<file path="src/rtl/pfb_snapshot_writer.sv">
// Fabric-side capture engine for the PFB snapshot BRAM.
// Software arms a capture with a rising edge on arm. The engine then writes a burst of
// din_valid-qualified words into port A, either straight away or from the next sync pulse.
// busy, done and words_written report progress back to software.
module pfb_snapshot_writer #(
    parameter int unsigned ADDR_W = 10,
    parameter int unsigned DATA_W = 64
) (
    input  logic              clk,
    input  logic              rst,
    input  logic              arm,
    input  logic              use_sync,
    input  logic              sync_in,
    input  logic [DATA_W-1:0] din,
    input  logic              din_valid,
    input  logic [ADDR_W:0]   capture_len,
    output logic              bram_we,
    output logic              bram_en_a,
    output logic [ADDR_W-1:0] bram_addr,
    output logic [DATA_W-1:0] bram_wr_data,
    output logic              busy,
    output logic              done,
    output logic [ADDR_W:0]   words_written
);

    localparam logic [ADDR_W:0] Depth = {1'b1, {ADDR_W{1'b0}}};
    localparam logic [ADDR_W:0] One   = {{ADDR_W{1'b0}}, 1'b1};

    typedef enum logic [1:0] {StIdle, StWaitSync, StCapture, StDone} state_e;

    state_e              state_q, state_d;
    logic                arm_q;
    logic                arm_re;
    logic [ADDR_W:0]     eff_len_q, eff_len_d;
    logic [ADDR_W:0]     count_q, count_d;
    logic [ADDR_W:0]     len_clamped;
    logic                accept;
    logic                we_q;
    logic [ADDR_W-1:0]   addr_q;
    logic [DATA_W-1:0]   data_q;

    assign arm_re      = arm & ~arm_q;
    assign len_clamped = ((capture_len == '0) || (capture_len > Depth)) ? Depth : capture_len;

    // State register plus arm history, latched length and word counter.
    always_ff @(posedge clk) begin
        if (rst) begin
            state_q   <= StIdle;
            arm_q     <= 1'b1;  // arm held high through reset must not fire
            eff_len_q <= '0;
            count_q   <= '0;
        end else begin
            state_q   <= state_d;
            arm_q     <= arm;
            eff_len_q <= eff_len_d;
            count_q   <= count_d;
        end
    end

    // Next-state, sample acceptance and counter update.
    always_comb begin
        state_d   = state_q;
        eff_len_d = eff_len_q;
        count_d   = count_q;
        accept    = 1'b0;
        unique case (state_q)
            StIdle, StDone: begin
                if (arm_re) begin
                    state_d   = use_sync ? StWaitSync : StCapture;
                    eff_len_d = len_clamped;
                    count_d   = '0;
                end
            end
            StWaitSync: begin
                // The sync sample itself is the first word captured.
                if (din_valid && sync_in) begin
                    accept  = 1'b1;
                    count_d = count_q + One;
                    state_d = (count_d == eff_len_q) ? StDone : StCapture;
                end
            end
            StCapture: begin
                if (din_valid) begin
                    accept  = 1'b1;
                    count_d = count_q + One;
                    if (count_d == eff_len_q) begin
                        state_d = StDone;
                    end
                end
            end
            default: state_d = StIdle;
        endcase
    end

    // Status decode; busy/done move in the same cycle as the final port-A write.
    always_comb begin
        busy = 1'b0;
        done = 1'b0;
        unique case (state_q)
            StWaitSync, StCapture: busy = 1'b1;
            StDone:                done = 1'b1;
            default: ;
        endcase
    end

    // Registered port-A write: one-cycle pulse per accepted sample.
    always_ff @(posedge clk) begin
        if (rst) begin
            we_q   <= 1'b0;
            addr_q <= '0;
            data_q <= '0;
        end else begin
            we_q <= accept;
            if (accept) begin
                addr_q <= count_q[ADDR_W-1:0];
                data_q <= din;
            end
        end
    end

    assign bram_we       = we_q;
    assign bram_en_a     = we_q;
    assign bram_addr     = addr_q;
    assign bram_wr_data  = data_q;
    assign words_written = count_q;

endmodule

</file>
<file path="config.mk">
export PLATFORM = sky130hd
export DESIGN_NAME = pfb_snapshot_writer
export DESIGN_NICKNAME = d
export VERILOG_FILES = /design/src/rtl/pfb_snapshot_writer.sv
export SDC_FILE = /design/constraint.sdc
export NUM_CORES = 1
export LEC_CHECK = 0
export BUFFER_PORTS_ARGS = -buffer_cell sky130_fd_sc_hd__buf_2
export CAP_MARGIN = 20
export CORE_AREA = 2 2 96 98
export DETAILED_ROUTE_END_ITERATION = 8
export DIE_AREA = 0 0 98 100
export HOLD_SLACK_MARGIN = 0.1
export PLACE_DENSITY = 0.81
export SLEW_MARGIN = 0
export SYNTH_ARGS = -nofsm -noshare
export SYNTH_HDL_FRONTEND = slang
export SYNTH_SLANG_ARGS = --single-unit
</file>
<file path="constraint.sdc">
create_clock -name clk -period 2.2 [get_ports clk]
set_clock_uncertainty 0.05 [all_clocks]
set_input_delay 0.44 -clock clk [delete_from_list [all_inputs] [get_ports clk]]
set_output_delay 0.44 -clock clk [all_outputs]
set_load 0.03 [all_outputs]
</file>
* Word level (Yosys, flattened, before mapping)
Index checks and enable logic that the tools add are counted.
Operators by class: equal/unequal tests 8, bitwise gates (word level) 2, reduce and logical (&&, ||, !) cells 9, $lt $le $gt $ge 1, multiplexer cells 17, add/subtract/negate cells 1
Operator list (count):
- $mux 11 | 4
- $pmux 11 s3 | 1
- $add 11x1->11 const B | 1
- $eq 11x11->1 | 1
- $gt 11x11->1 const B | 1
- $logic_not 11->1 | 1
- $mux 2 | 5
- $ne 2x2->1 const B | 4
- $pmux 2 s3 | 1
- $mux 1 | 5
- $eq 2x2->1 const B | 2
- $reduce_and 4->1 | 1
- $reduce_or 2->1 | 2
- $reduce_and 3->1 | 1
- $eq 2x1->1 const B | 1
- $logic_not 2->1 | 1
- $pmux 1 s2 | 1
- $reduce_and 2->1 | 1
- $and 1x1->1 | 1
- $logic_and 1x1->1 | 1
- $logic_or 1x1->1 | 1
- $not 1->1 | 1
Word-level totals: logic and storage cells 45, output and inout bits 89, register bits after elaboration 100

* Logic depth before layout (Yosys ltp)
depth in word-level cells 5, gate-level depth with buffers 9

* Worst setup path before layout
No wires, ideal clock.
path type register to register, start point register count_q[0], in the netlist words_written[0], end point register state_q[0], data required time 2018 ps, path buffers 0, path slack -76 ps, arrival 2094 ps, setup time 132 ps, clock period less this slack 2276 ps, cell stages (with the launch flop) 9, path through dfxtp_1 -> ha_1 -> nand3_2 -> or3_4 -> nor2_4 -> o2111ai_2 -> nor2_1 -> mux2i_1 -> a211oi_2
On the way: longest elaborated chain between the ends 5, elaborated cells on any way between the ends 7
Ends and longest elaborated chain:
- from (decl) | line 35 | logic [ADDR_W:0] count_q, count_d;
- from (signal assigned) | line 56 | count_q <= count_d;
- $add 11x1->11 (*) | line 78, 85
- $eq 11x11->1 (*) | line 79, 86
- $mux 1 | line 79 | state_d = (count_d == eff_len_q) ? StDone : StCapture;
- $mux 2 | line 76 | if (din_valid && sync_in) begin
- $pmux 2 s3 | line 66 | unique case (state_q)
- to (signal assigned) | line 48 | state_q <= StIdle;
- to (signal assigned) | line 53 | state_q <= state_d;
- to (decl) | line 31 | state_e state_q, state_d;
Every way passes the cells marked *; elsewhere a longest branch is shown, timed or not. The select of a mux whose other input is x is not followed. A chain may end at the register's enable or synchronous reset.

* Final worst setup path
start point register state_q[0], end point output port busy
On the way: longest elaborated chain between the ends 3, elaborated cells on any way between the ends 4
Ends and longest elaborated chain:
- $eq 2x1->1 or $eq 2x2->1 (tied branches) | line 99 | unique case (state_q)
- $reduce_or 2->1 (*) | line 99
- $mux 1 (*) | line 99
- to (decl) | line 21 | output logic busy,
Every way passes the cells marked *; elsewhere a longest branch is shown, timed or not.

==> results.txt <==
The run finished with clean final reports. The destination of the critical timing path is busy. The number of antenna violations at the first check in global routing was 0. The largest total area in the synthesized netlist belongs to sky130_fd_sc_hd__dfxtp_1. The number of cells produced by synthesis came out at 516. The maximum clock rate came out at 478 MHz. The critical register-to-register path startpoint is words_written[0]. The chip width is 98 µm.

The nature of the critical path startpoint is a flip-flop. The via density per instance is 5.09. The destination of the worst register-to-register timing path is state_q[0]. Clock tree synthesis selected as its root buffer the cell sky130_fd_sc_hd__clkbuf_8. The worst-skew pair later-pin latency is 0.35 ns. Of the post-synthesis cell area, the dominant cell type holds 0.492. The count of fill cells added during filler insertion came out at 840. The clock passes through at most 2 buffers. Traced cell by cell, the critical path runs through inv_1 > ha_1 > inv_4 > buf_2. Adding up every negative setup slack in the final design gives 0 ns.

For the worst setup path, the data required time is 1.71 ns. The area used by multi-input combinational logic came out at 0.00191 mm². The met2 capacity usage during global routing came out at 0.362. The largest individual stage delay along the critical path comes from the cell sky130_fd_sc_hd__ha_1.

The via count of the first global-routing pass is 3733. The commonest non-fill, non-tap cell in the layout is sky130_fd_sc_hd__buf_2. The chip height is 100 µm.

The utilization after layout came out at 0.595. At the end of routability-driven placement, the weighted congestion stood at 0.886. Broken down by cell family, the worst path's largest delay share belongs to buffers and inverters. Setup violations remaining at the end of the flow were counted as 0. The final layout net count came out at 764. The share of the clock period used by the worst path after layout is 0.951. The path category of the worst min-delay check is in2reg.

The hold-fix buffer count after cts came out at 0. The routed length per placed instance is 13.4 µm. The max-slew violation total from the final report is 0. The launching element of the worst setup path is state_q[0]. In the layout the commonest cells are sky130_fd_sc_hd__buf_2 (169), sky130_fd_sc_hd__nand2_1 (156), sky130_fd_sc_hd__dfxtp_1 (98).

The synthesis-to-finish area growth came out at 30.2%. The count of inserted antenna diode cells came out at 0. When the netlist entered floorplanning its net count stood at 601. The buffers inserted during post-CTS setup optimization is 0. The placed wire-length estimate is 7.90 mm. The number of different library cells in the post-synthesis netlist came out at 47. The placeable core region came out at 0.00889 mm². The count of input and output buffers came out at 169. After synthesis the cells add up to 0.00407 mm². IR analysis of the VDD net gives a maximum drop of 0.488 mV. For this run, global-route usage on met3 was measured as 0.0522. The transition time at the pin with the least slew margin is 0.555 ns.

The count of TritonRoute iterations in the first routing pass came out at 5. The clock-pin transition on the worst setup and hold timing paths is 0.09 ns. The starting utilization of the core area came out at 0.457. The number of I/O pins came out at 170. The number of synthesis warnings came out at 0. Together, buffers and inverters on the worst path number 3. The worst path needs 2.09 ns of the cycle, external delays included. The final hold slack is 0.243 ns. The met1 track demand over resource came out at 0.262. The wire length of the first global-routing pass came out at 17.1 mm. The TritonCTS clock tree is done. STA classifies the critical path endpoint as an output pin. The delay of the slowest cell on the worst path is 0.41 ns. The number of enable-type register cells in the synthesized netlist came out at 0. The largest net degree at the start of global routing is 51. met2 is the most crowded layer. Yosys attributes the largest share of cell area to sky130_fd_sc_hd__dfxtp_1 (49%), sky130_fd_sc_hd__nand2_1 (14%), sky130_fd_sc_hd__a21oi_1 (12%). The clock net in this run drives a total of 100 sinks. Max-cap violations in this run came to 0. The number of gates resized after CTS was 0.

Of the cells placed in the final design, the portion with a size suffix greater than 1 is 0.324. The worst endpoint data arrival time came out at 1.60 ns. The hold violation total from the final report is 0. The worst register-to-register path has a depth of 8.

The critical path start-end classification is reg2out. The portion of the post-synthesis area used by sequential elements is 0.492. After the first detailed-routing iteration, the DRC count stood at 246. The total power per unit cell area came out at 821 mW/mm². The total length of routed wires came out at 10.7 mm. The via count of the routed design is 4043.

The full die area is 0.00980 mm². The total of flip-flops plus latches after synthesis came out at 100. The CTS buffer count came out at 9. The remaining global-route overflow came out at 0.

The mean post-synth cell area is 7.88 µm². The proportion of synthesized flip-flops having asynchronous set or reset is 0. The standard-cell row count came out at 35. The count of nets left with antenna violations after detail routing came out at 0. The critical path runs through a total of 4 cells. Registers take 0.00200 mm². The number of H-tree levels is 3.

Along the worst path, the maximum fanout reaches 10. The setup slack on the worst flop-to-flop path came out at 0.17 ns. Setup repair after global routing left no endpoint under its margin. The worst slew margin relative to its limit is 0.630. The dominant synthesized flop cell is sky130_fd_sc_hd__dfxtp_1.

For this run, design rule violations remaining after detail routing come to 0. For this run, the total global-route usage over all layers was measured as 0.211. In this run the static leakage power is 2.26 nW.
==> logic make-up (layout without fill, tap and decap cells) <==
| kind of cell | count (synthesis) | in the layout | synth area share |
|---|---|---|---|
| AO/OA/AOI/OAI | 122 | 122 | 0.165 |
| XOR/XNOR | 16 | 16 | 0.0345 |
| adder cells (fa/ha/maj) | 4 | 4 | 0.0123 |
| buffers and inverters | 41 | 208 | 0.0422 |
| flip-flops | 100 | 100 | 0.492 |
| multiplexers | 1 | 1 | 0.00246 |
| AND/OR/NAND/NOR | 232 | 232 | 0.252 |
==> how the worst min path moves through the flow <==
stage,startpoint,endpoint,slack [ns],depth (start not counted)
after floorplan,eff_len_q[10],eff_len_q[10],0.41,2
after global placement,bram_wr_data[63],bram_wr_data[63],0.39,2
after detailed placement,bram_wr_data[40],bram_wr_data[40],0.39,2
after CTS,arm,arm_q,0.22,2
after global routing,arm,arm_q,0.23,2
final,arm,arm_q,0.24,2
==> per-layer routing <==
metal | share of wire | up-vias | wire length, µm
met1 | 0.43 | 1853 | 4580
li1 | - | 2035 | -
met3 | 0.065 | 10 | 694
met4 | 0.013 | 0 | 136
met2 | 0.49 | 145 | 5250
met5 | 0 | - | 0
==> area by class of cell <==
cell class | count | area share
clock inverters | 5 | 0.00733
well taps | 111 | 0.0262
flip-flops and latches | 100 | 0.379
repair buffers | 189 | 0.198
inverters | 4 | 0.00331
clock buffers | 10 | 0.0260
multi-input cells | 375 | 0.361
==> report_power, final <==
part	total, W	internal (W)	leakage [nW]	switching (W)
Sequential	0.00201	0.00194	0.808	0.0000702
Combinational	0.00128	0.000440	1.38	0.000838
Clock	0.00106	0.000438	0.0766	0.000621
Total	0.00434	0.00282	2.26	0.00153
==> synthesized netlist by cell type, drive strengths merged (4+ instances only) <==
library cell / instances
ha: 4
nor3: 7
nor2: 31
xnor2: 11
nor3b: 10
a21oi: 97
xor2: 5
a22oi: 4
o21ai: 11
inv: 4
nor4: 4
clkbuf: 24
nand2: 156
buf: 13
nand3: 6
dfxtp: 100
==> metrics by stage <==
stage / total power, W / std cells / setup WS, ns / instance area, µm²
2_1_floorplan: 0.00289 / 516 / 0.0977 / 4070
3_3_place_gp: 0.00327 / 779 / 0.145 / 5100
3_5_place_dp: 0.00330 / 779 / 0.107 / 5100
4_1_cts: 0.00436 / 794 / 0.0562 / 5280
5_1_grt: 0.00457 / 794 / 0.0174 / 5290
6_report: 0.00434 / 794 / 0.108 / 5290
==> worst register-to-register path: stages, from the launching register on <==
cell and delay, ns:
sky130_fd_sc_hd__dfxtp_2 0.37, sky130_fd_sc_hd__ha_4 0.18, sky130_fd_sc_hd__nand3_2 0.14, sky130_fd_sc_hd__or3_4 0.43, sky130_fd_sc_hd__nor2_4 0.09, sky130_fd_sc_hd__o2111ai_2 0.15, sky130_fd_sc_hd__nor2_1 0.18, sky130_fd_sc_hd__mux2i_1 0.24
sky130_fd_sc_hd__a211oi_2 0.08
==> flip-flops by register name, indices dropped and copies added, names as in the netlist <==
| signal | flops |
|---|---|
| arm_q | 1 |
| bram_addr | 10 |
| bram_en_a | 1 |
| bram_wr_data | 64 |
| eff_len_q | 11 |
| state_q | 2 |
| words_written | 11 |
No activity file was read; power rests on OpenSTA's default activity.
